<file path="src/rtl/uart_tx_scheduler_pkg.sv">
`default_nettype none
// +----------------------------------------------------------------------+
// | Module   : uart_tx_scheduler_pkg                                      |
// | Brief    : Shared FSM encoding and grant width for uart_tx_scheduler  |
// | Revision : 1.0 - initial release                                      |
// +----------------------------------------------------------------------+
package uart_tx_scheduler_pkg;

  localparam int GRANT_W = 3;

  typedef enum logic [2:0] {
    S_IDLE      = 3'd0,
    S_SEND      = 3'd1,
    S_WAIT_BUSY = 3'd2,
    S_WAIT_DONE = 3'd3,
    S_ACK       = 3'd4
  } sched_state_t;

endpackage
`default_nettype wire

</file>
<file path="src/rtl/uart_tx_scheduler_rr_arbiter.sv">
`default_nettype none
// +----------------------------------------------------------------------+
// | Module   : rr_arbiter                                                 |
// | Brief    : Combinational requester picker; round-robin from ptr+1, or |
// |            lowest-index-first when UART_TX_SCHED_FIXED_PRIO_EN is set |
// | Revision : 1.0 - initial release                                      |
// +----------------------------------------------------------------------+
module rr_arbiter
  import uart_tx_scheduler_pkg::*;
#(
  parameter int N_REQ = 4
) (
  input  logic [N_REQ-1:0]   req,
  input  logic [GRANT_W-1:0] ptr,
  output logic [N_REQ-1:0]   onehot,
  output logic [GRANT_W-1:0] index
);

  logic w_found;

`ifdef UART_TX_SCHED_FIXED_PRIO_EN
  logic w_unused_ptr;
  assign w_unused_ptr = ^ptr;

  always_comb begin
    onehot  = '0;
    index   = '0;
    w_found = 1'b0;
    for (int i = 0; i < N_REQ; i++) begin
      if (!w_found && req[i]) begin
        w_found   = 1'b1;
        onehot[i] = 1'b1;
        index     = GRANT_W'(i);
      end
    end
  end
`else
  // Walk offsets 1..N_REQ from the last winner so the previous winner is
  // considered last; it still wins when it is the only requester.
  always_comb begin
    onehot  = '0;
    index   = '0;
    w_found = 1'b0;
    for (int off = 1; off <= N_REQ; off++) begin
      for (int i = 0; i < N_REQ; i++) begin
        if (!w_found && req[i] && (i == (int'(ptr) + off) % N_REQ)) begin
          w_found   = 1'b1;
          onehot[i] = 1'b1;
          index     = GRANT_W'(i);
        end
      end
    end
  end
`endif

endmodule
`default_nettype wire

</file>
<file path="src/rtl/uart_tx_scheduler.sv">
`default_nettype none
// +----------------------------------------------------------------------+
// | Module   : uart_tx_scheduler                                          |
// | Brief    : Shares one uart_transmitter among N_REQ byte requesters;   |
// |            UART_TX_SCHED_FIXED_PRIO_EN selects fixed priority         |
// | Revision : 1.0 - initial release                                      |
// +----------------------------------------------------------------------+
module uart_tx_scheduler
  import uart_tx_scheduler_pkg::*;
#(
  parameter int N_REQ        = 4,
  parameter int BUSY_TIMEOUT = 2047,
  parameter int TO_W         = 11
) (
  input  logic                 clk,
  input  logic                 reset_n,
  input  logic [N_REQ-1:0]     req,
  input  logic [8*N_REQ-1:0]   req_data,
  output logic [N_REQ-1:0]     ack,
  output logic                 ack_err,
  output logic                 ut_send,
  output logic [7:0]           ut_data,
  input  logic                 ut_busy,
  output logic [GRANT_W-1:0]   grant_id,
  output logic                 idle
);

  localparam logic [GRANT_W-1:0] c_ptr_rst = GRANT_W'(N_REQ - 1);
  localparam logic [TO_W-1:0]    c_timeout = TO_W'(BUSY_TIMEOUT);

  sched_state_t       r_state;
  sched_state_t       w_state_nxt;
  logic [TO_W-1:0]    r_cnt;
  logic [TO_W-1:0]    w_cnt_nxt;
  logic               r_err;
  logic [GRANT_W-1:0] r_grant;
  logic [GRANT_W-1:0] r_ptr;
  logic [7:0]         r_data;
  logic [N_REQ-1:0]   w_win_onehot;
  logic [GRANT_W-1:0] w_win_index;
  logic [7:0]         w_win_byte;
  logic               w_take;
  logic               w_timeout;

  rr_arbiter #(
    .N_REQ (N_REQ)
  ) u_arb (
    .req    (req),
    .ptr    (r_ptr),
    .onehot (w_win_onehot),
    .index  (w_win_index)
  );

  always_comb begin
    w_win_byte = 8'h00;
    for (int i = 0; i < N_REQ; i++) begin
      if (w_win_onehot[i]) begin
        w_win_byte = req_data[8*i +: 8];
      end
    end
  end

  assign w_cnt_nxt = r_cnt + TO_W'(1);
  assign w_timeout = (w_cnt_nxt == c_timeout);

  // A busy level seen in IDLE belongs to someone else; wait it out.
  always_comb begin
    w_state_nxt = r_state;
    w_take      = 1'b0;
    case (r_state)
      S_IDLE: begin
        if ((|req) && !ut_busy) begin
          w_take      = 1'b1;
          w_state_nxt = S_SEND;
        end
      end
      S_SEND:      w_state_nxt = S_WAIT_BUSY;
      S_WAIT_BUSY: begin
        if (ut_busy) begin
          w_state_nxt = S_WAIT_DONE;
        end else if (w_timeout) begin
          w_state_nxt = S_ACK;
        end
      end
      S_WAIT_DONE: begin
        if (!ut_busy) begin
          w_state_nxt = S_ACK;
        end
      end
      S_ACK:       w_state_nxt = S_IDLE;
      default:     w_state_nxt = S_IDLE;
    endcase
  end

  always_ff @(posedge clk or negedge reset_n) begin
    if (!reset_n) begin
      r_state <= S_IDLE;
      r_cnt   <= '0;
      r_err   <= 1'b0;
      r_grant <= '0;
      r_data  <= 8'h00;
      r_ptr   <= c_ptr_rst;
    end else begin
      r_state <= w_state_nxt;
      if (w_take) begin
        r_grant <= w_win_index;
        r_data  <= w_win_byte;
      end
      if (r_state == S_SEND) begin
        r_cnt <= '0;
        r_err <= 1'b0;
      end else if ((r_state == S_WAIT_BUSY) && !ut_busy) begin
        r_cnt <= w_cnt_nxt;
        if (w_timeout) begin
          r_err <= 1'b1;
        end
      end
      if (r_state == S_ACK) begin
        r_ptr <= r_grant;
      end
    end
  end

  generate
    for (genvar gi = 0; gi < N_REQ; gi++) begin : g_ack
      assign ack[gi] = (r_state == S_ACK) && (r_grant == GRANT_W'(gi));
    end
  endgenerate

  assign ack_err  = (r_state == S_ACK) && r_err;
  assign ut_send  = (r_state == S_SEND);
  assign ut_data  = r_data;
  assign grant_id = r_grant;
  assign idle     = (r_state == S_IDLE);

endmodule
`default_nettype wire
</file>
<file path="config.mk">
export PLATFORM = sky130hd
export DESIGN_NAME = uart_tx_scheduler
export DESIGN_NICKNAME = d
export VERILOG_FILES = /design/src/rtl/uart_tx_scheduler_pkg.sv /design/src/rtl/uart_tx_scheduler_rr_arbiter.sv /design/src/rtl/uart_tx_scheduler.sv
export SDC_FILE = /design/constraint.sdc
export NUM_CORES = 1
export LEC_CHECK = 0
export CAP_MARGIN = 40
export CORE_ASPECT_RATIO = 2
export CORE_MARGIN = 2
export CORE_UTILIZATION = 41
export DETAILED_ROUTE_END_ITERATION = 7
export HOLD_SLACK_MARGIN = 0.15
export PLACE_DENSITY = 0.76
export SLEW_MARGIN = 20
export SYNTH_ARGS = -nofsm -noshare
export SYNTH_HDL_FRONTEND = slang
export SYNTH_SLANG_ARGS = --single-unit
export TNS_END_PERCENT = 10
</file>
<file path="constraint.sdc">
create_clock -name clk -period 1.85 [get_ports clk]
set_clock_uncertainty 0.05 [all_clocks]
set_input_delay 0.185 -clock clk [delete_from_list [all_inputs] [get_ports clk]]
set_output_delay 0.185 -clock clk [all_outputs]
set_load 0.005 [all_outputs]
</file>
==> results.tsv, run 1 <==
metric	value	unit
min_path_type	in -> async	
timing.final.max_slew_violations	0	
detail_route.vias_per_cell	5.71	
cp.required	1.62	ns
critPathLaunch	r_state[0]	
post-route-period-util	99.5	%
async_reset_ff_share	100	%
power.density	1110	nW/um^2
max_freq	543	MHz
die_w	49.8	um
top_usage_layer	met2	
drive_above_1_share	20.0	%
crit_fanout	5	
hold_violations	0	
cts.sinks	27	
synthTopCellsByArea	dfrtp_1 (36%), nor2_1 (5.2%), o31ai_1 (5.2%)	
ir_worst_vdd	0.769	mV
die_y	95.5	um
grt_pass1_vias	1830	
worstSkewPairLatency	0.28	ns
outcome	finished clean	
cp.buffers_inverters	1	
place_area	2420	um^2
wl_per_cell	16.2	um
initial_core_util	42.4	%
stdcell_area	2590	um^2
drv_cap	0	
synth_area	1720	um^2
worst_slew_pin_slew	0.529	ns
p_leak	0.00113	uW
core-area	4050	um^2
worstReg2RegStart	r_cnt[0]	
critPathMaxStageDelay	0.49	ns
ys_warn_count	0	
syn_avg_cell_area	8.85	um^2
h-tree-depth	1	
cp.arrival	1.61	ns
port_buffers	55	
crit_family	buffers and inverters	
grtUsageMet3	1.57	%
hold_slack	0.226	ns
dpl.hpwl	4000	um
grt_max_degree	28	
rows	33	
diodes	0	
synthFlopType	dfrtp_1	
area_delta_synth_final	50.7	%
crit_path_top_delay_cell	clkdlybuf4s50_1	
path_cells	nor2_4 > and3_1 > clkdlybuf4s50_1	
num_vias	1811	
synth_cell_types	50	
path_class	reg -> out	
clk_pin_slew_worst_paths	0.09	ns
total_power	2880	uW
route.detailed.drc	0	
syn_inst	194	
startpoint_type	register	
yosysTopAreaCellShare	36.4	%
gr-usage-all-layers	21.9	%
gp_congestion	0.809	
synth_edf_count	0	
grt_overflow_total	0	
use_met2	45.3	%
crit_path_end_kind	primary output	
synth_area_leader_cell	dfrtp_1	
boundaryPins	57	
ant_nets	0	
wirelength	5130	um
setup_tns	0	ns
relSlewSlack	64.7	%
ys_ff_latch	27	
cts_buffers	3	
drtPass1Iterations	4	
die_area	4750	um^2
antenna_found_initial	0	
setup_viol	0	
utilization	63.9	%
drt-initial-drc-count	36	
syn-num-nets	235	
cts_tree	done	
clock-root-buffer	clkbuf_8	
seq_area_frac_synth	39.5	%
grt_use_met1	20.4	%
cts-root-to-sink-buffers	2	
rsz0062_at_grt	yes	
grt_pass1_wl	8050	um
fin_crit	1.84	ns
final_nets	307	
cell usage in the layout (no fill, tap or decap), types with 2 or more instances in the layout:
cell type         n
a21o_1            2
a21oi_1           4
a221oi_1          7
a22oi_1           7
a31oi_1           2
and2_1            3
and3_1            2
and4_1            2
buf_4            22
buf_6             2
clkbuf_8          3
clkdlybuf4s50_1  50
dfrtp_1          23
dfrtp_2           2
dfstp_2           2
dlygate4sd2_1     3
dlymetal6s2s_1    2
inv_1             6
nand2_1          19
nand3_1           4
nand3_2           2
nand3b_1          2
nand4_1           3
nor2_1           20
nor2_4            3
nor2b_1           2
nor3_1            4
o21ai_0          16
o31ai_1          12
o41ai_1           2
flip-flops by register name, summed over array words and instances, names as in the netlist:
| signal | cells |
|---|---|
| r_cnt | 11 |
| r_ptr | 2 |
| r_err | 1 |
| grant_id | 2 |
| ut_data | 8 |
| r_state | 3 |
stage by stage:
step                cells  setup WS, ns
finish                317       0.00883
global route          317       -0.0429
CTS                   315       -0.0394
detailed placement    311        -0.253
global placement      311        -0.221
floorplan             194        0.0421
report_power, final:
group	internal (uW)	switching (uW)	total, uW
clock network	151	195	346
logic	820	753	1570
registers	779	181	960
total	1750	1130	2880
final cells by class:
class	instances	area (um^2)
fillers	374	1460
multi-input cells	149	1030
repair buffers	79	739
flip-flops and latches	27	681
well taps	52	65.1
clock buffers	3	41.3
inverters	6	22.5
clock inverters	1	5.00
worst reg2reg max path, stage by stage, from the launching register on:
cell and delay (ns):
dfrtp_1 0.40, buf_4 0.16, inv_1 0.05, ha_1 0.16, and4_1 0.22, nand3_1 0.09
o21ai_1 0.22, a21o_1 0.18, and4b_1 0.19
metal layers:
layer,wire length [um],vias to the layer above
li1,-,868
met1,1690,900
met2,3230,34
met3,97,9
met4,110,0
met5,0,-
path summary, 6_finish.rpt:
kind                         endpoint  slack [ns]  cells after the start
hold / removal               r_cnt[0]        0.23                      2
min in group clk            r_cnt[10]        0.43                      1
setup reg to reg           r_state[2]        0.07                      8
hold reg to reg             r_cnt[10]        0.43                      1
setup / recovery              ack_err       0.009                      3
max in group asynchronous    r_ptr[1]        1.22                      2
cells by family (layout without fill, tap and decap cells):
group           count (synthesis)  count (layout)  synth area share [%]
simple gates                   76              76                  23.3
compound gates                 70              70                  29.6
flops                          27              27                  39.5
buf+inv                        18              89                  5.90
fa+ha+maj                       2               2                  1.46
other cells                     1               1                 0.218
Yosys cell counts (3+ instances only):
master	instances
clkbuf_1	3
nand3_1	6
buf_4	4
nand2_1	19
dfrtp_1	25
nand4_1	3
a21oi_1	5
buf_2	3
and2_1	3
a22oi_1	7
nor3_1	5
o21ai_0	17
o31ai_1	12
inv_1	6
a221oi_1	8
nor2_1	24
repair_timing:
item / 4_1_cts / 5_1_grt
hold buffers: 0 / 0
resized for setup: 11 / 18
setup endpoints to repair: 15 / 17
pin swaps: 0 / 8
buffers inserted: 0 / 2
Note: power is estimated with default switching activity, not from simulation.
==> run 2: changes to the inputs <==
Settings changed: CTS_BUF_LIST from default to sky130_fd_sc_hd__clkbuf_16.
==> results.tsv, run 2 (same netlist as run 1, synthesis figures left out) <==
metric	value	unit
fin_ws	-0.0304	ns
cp.arrival	1.65	ns
initial_core_util	42.4	%
rows	33	
relSlewSlack	65.7	%
clock-root-buffer	clkbuf_16	
worst_slew_pin_slew	0.513	ns
post-place-cells	311	
crit_path_end_kind	primary output	
rrSetupSlack	0.08	ns
diodes	0	
setup_viol	2	
utilization	63.8	%
drv_cap	0	
grt_overflow_total	0	
core-area	4050	um^2
violations	setup timing	
die_w	49.8	um
dpl.hpwl	4000	um
place_area	2420	um^2
num_vias	1787	
crit_fanout	5	
port_buffers	55	
path_class	reg -> out	
largest_register_ffs	11	
ir_worst_vdd	0.761	mV
clk_pin_slew_worst_paths	0.07	ns
die_y	95.5	um
largest_register	r_cnt	
timing.final.max_slew_violations	0	
cts-root-to-sink-buffers	2	
min_path_type	in -> async	
final_nets	305	
layout_common_cells	clkdlybuf4s50_1 (52), dfrtp_1 (23), buf_4 (22), nor2_1 (21), nand2_1 (19)	
stdcell_area	2580	um^2
detail_route.vias_per_cell	5.67	
cts_tree	done	
fin_crit	1.88	ns
cts.sinks	27	
layout_commonest_cell	clkdlybuf4s50_1	
max_freq	532	MHz
area_delta_synth_final	50.4	%
outcome	complete, but fails checks	
r2r_end	r_state[1]	
drtPass1Iterations	4	
grt_max_degree	28	
p_leak	0.00112	uW
wl_per_cell	16.0	um
wirelength	5050	um
r2r_cells	6	
antenna_found_initial	0	
cts_hold_buf	0	
rsz0062_at_grt	yes	
ant_nets	0	
startpoint_type	register	
h-tree-depth	1	
grt_pass1_vias	1832	
drive_above_1_share	18.6	%
n_fill_cell	370	
route.detailed.drc	0	
grt_pass1_wl	8050	um
worstReg2RegStart	r_cnt[0]	
cts_buffers	3	
cp.required	1.62	ns
power.density	1150	nW/um^2
post-route-period-util	102	%
hold_violations	0	
drt-initial-drc-count	27	
gp_congestion	0.809	
final_cells	315	
die_area	4750	um^2
worstSkewPairLatency	0.26	ns
gr-usage-all-layers	22.0	%
boundaryPins	57	
-- run 2: per-layer routing --
layer  up-vias  share of wire [%]  routed length (um)  global-route usage, %
met4         0                1.9                  97                   11.1
met1       875                 33                1650                   20.1
met3         9                2.1                 105                   2.04
met5         -                  0                   0                      0
met2        38                 63                3200                   45.4
li1        865                  -                   -                      -
-- run 2: metrics by stage --
step / TNS [ns] / power, uW / hold slack, ns / worst slack, ns
floorplan: 0 / 1710 / -0.161 / 0.0421
global placement: -1.74 / 2360 / 0.409 / -0.221
detailed placement: -1.97 / 2390 / 0.409 / -0.253
CTS: -0.0122 / 2930 / 0.265 / -0.0122
global route: -0.298 / 3180 / 0.286 / -0.0852
finish: -0.0452 / 2970 / 0.250 / -0.0304
-- run 2: worst max-delay path by stage --
stage                             to  cells after the start  slack, ns        from
after floorplan           r_state[2]                      6       0.04    r_cnt[0]
after global routing          ack[3]                      4      -0.09  r_state[0]
final                         ack[3]                      4      -0.03  r_state[0]
after global placement    ut_data[5]                      7      -0.22     ut_busy
after detailed placement  ut_data[4]                      7      -0.25     ut_busy
after CTS                     ack[3]                      4      -0.01  r_state[1]
-- run 2: power by group --
part	internal, uW	switching, uW	total, uW	leakage, uW
clock	292	202	494	0.0000409
combinational	795	730	1520	0.000730
sequential	780	173	953	0.000346
total	1870	1110	2970	0.00112
-- run 2: critical path, stage by stage (launching register included) --
cell	delay [ns]
dfrtp_2	0.45
nor2_4	0.18
nand3_2	0.13
nor2_2	0.11
clkdlybuf4s50_1	0.51
-- run 2: timing repair --
action	in CTS	in global routing
setup buffers	0	0
hold endpoints to repair	0	0
gates resized for setup	9	12
pin swaps	0	5
endpoints found under the setup margin	15	18
-- run 2: area by class of cell --
| type | count | area (um^2) | area share, % |
|---|---|---|---|
| multi-input combinational | 149 | 1010 | 39.3 |
| timing repair buffer | 77 | 719 | 27.9 |
| sequential | 27 | 681 | 26.4 |
| clock buffer | 3 | 75.1 | 2.91 |
| tap | 52 | 65.1 | 2.52 |
| inverter | 6 | 22.5 | 0.872 |
| clock inverter | 1 | 5.00 | 0.194 |
==> run 3: changes to the inputs <==
--- a/constraint.sdc
+++ b/constraint.sdc
@@ -4,2 +4,2 @@
 set_output_delay 0.185 -clock clk [all_outputs]
-set_load 0.005 [all_outputs]
+set_load 0.02 [all_outputs]
==> results.tsv, run 3 (same netlist as run 1, synthesis figures left out) <==
metric	value	unit
startpoint_type	register	
path_class	reg -> reg	
diodes	0	
cp.arrival	1.96	ns
worst_slew_pin_slew	0.534	ns
rows	33	
cts_hold_buf	0	
outcome	finished clean	
crit_path_end_kind	register	
final_cells	318	
crit_fanout	4	
relSlewSlack	64.4	%
detail_route.vias_per_cell	5.79	
post-route-period-util	97.8	%
core-area	4050	um^2
cp.required	2.00	ns
rsz0062_at_grt	yes	
clk_pin_slew_worst_paths	0.07	ns
die_w	49.8	um
wl_per_cell	16.2	um
ant_nets	0	
cts-root-to-sink-buffers	2	
die_y	95.5	um
boundaryPins	57	
largest_register_ffs	11	
initial_core_util	42.4	%
layout_commonest_cell	clkdlybuf4s50_1	
drt-initial-drc-count	30	
power.density	1200	nW/um^2
min_path_type	in -> async	
wirelength	5150	um
p_leak	0.00112	uW
antenna_found_initial	0	
worstSkewPairLatency	0.26	ns
dpl.hpwl	3970	um
final_nets	308	
place_area	2440	um^2
clock-root-buffer	clkbuf_16	
fin_crit	1.81	ns
timing.final.max_slew_violations	0	
stdcell_area	2570	um^2
drive_above_1_share	17.7	%
gp_congestion	0.807	
num_vias	1840	
largest_register	r_cnt	
ir_worst_vdd	0.710	mV
drtPass1Iterations	4	
route.detailed.drc	0	
h-tree-depth	1	
drv_cap	0	
area_delta_synth_final	49.6	%
cts_setup_buffers	0	
cts_tree	done	
post-place-cells	314	
layout_common_cells	clkdlybuf4s50_1 (48), dfrtp_1 (25), buf_4 (25), nor2_1 (22), nand2_1 (19)	
hold_violations	0	
die_area	4750	um^2
grt_pass1_wl	8510	um
cts_buffers	3	
grt_max_degree	28	
cts.sinks	27	
gr-usage-all-layers	23.2	%
setup_viol	0	
grt_overflow_total	0	
grt_pass1_vias	1924	
port_buffers	55	
max_freq	553	MHz
## run 3: repair_timing
item                                    in CTS  in global routing
endpoints found under the setup margin      16                 13
pin swaps                                    0                  9
gates resized for setup                     13                  7
## run 3: cell type report
cell class	count	area, um^2
Clock buffer	3	75.1
Sequential cell	27	678
Timing Repair Buffer	80	729
Clock inverter	1	3.75
Multi-Input combinational cell	149	995
Tap cell	52	65.1
Inverter	6	22.5
Fill cell	366	1480
## run 3: critical path: stages (launching register included)
cell       delay [ns]
dfrtp_1          0.38
ha_1             0.22
and3_4           0.21
a2111oi_2        0.36
a31o_1           0.19
a21o_1           0.15
and4b_1          0.19
## run 3: path summary, 6_finish.rpt
check	endpoint	start	slack, ns	cells after the start
worst max-delay path	r_state[2]	r_cnt[0]	0.04	6
worst min-delay path	r_cnt[2]	reset_n	0.25	2
worst max register to register	r_state[2]	r_cnt[0]	0.04	6
worst min register to register	r_ptr[0]	r_ptr[0]	0.45	2
max in group asynchronous	r_ptr[1]	reset_n	1.20	2
min in group clk	r_ptr[0]	r_ptr[0]	0.45	2
## run 3: per-stage QoR
step	power [uW]	utilization [%]	setup slack (ns)	setup TNS [ns]	hold slack, ns
floorplan	1840	-	0.0421	0	-0.161
global placement	2520	60.3	-0.239	-1.92	0.408
detailed placement	2550	60.3	-0.331	-2.49	0.416
CTS	3080	62.9	0.00388	0	0.270
global route	3310	63.5	-0.0560	-0.316	0.286
finish	3090	63.5	0.0403	0	0.249
## run 3: power breakdown
| group | switching (uW) | leakage (uW) | total, uW | internal (uW) |
|---|---|---|---|---|
| clock | 193 | 0.0000423 | 483 | 289 |
| combinational | 865 | 0.000733 | 1660 | 798 |
| sequential | 167 | 0.000348 | 943 | 776 |
| total | 1230 | 0.00112 | 3090 | 1860 |
## run 3: metal layers
| layer | global-route usage, % | share of wire (%) | up-vias |
|---|---|---|---|
| li1 | - | - | 877 |
| met4 | 12.3 | 2.7 | 0 |
| met5 | 0 | 0 | - |
| met2 | 47.3 | 61 | 53 |
| met1 | 21.1 | 33 | 897 |
| met3 | 2.66 | 2.6 | 13 |
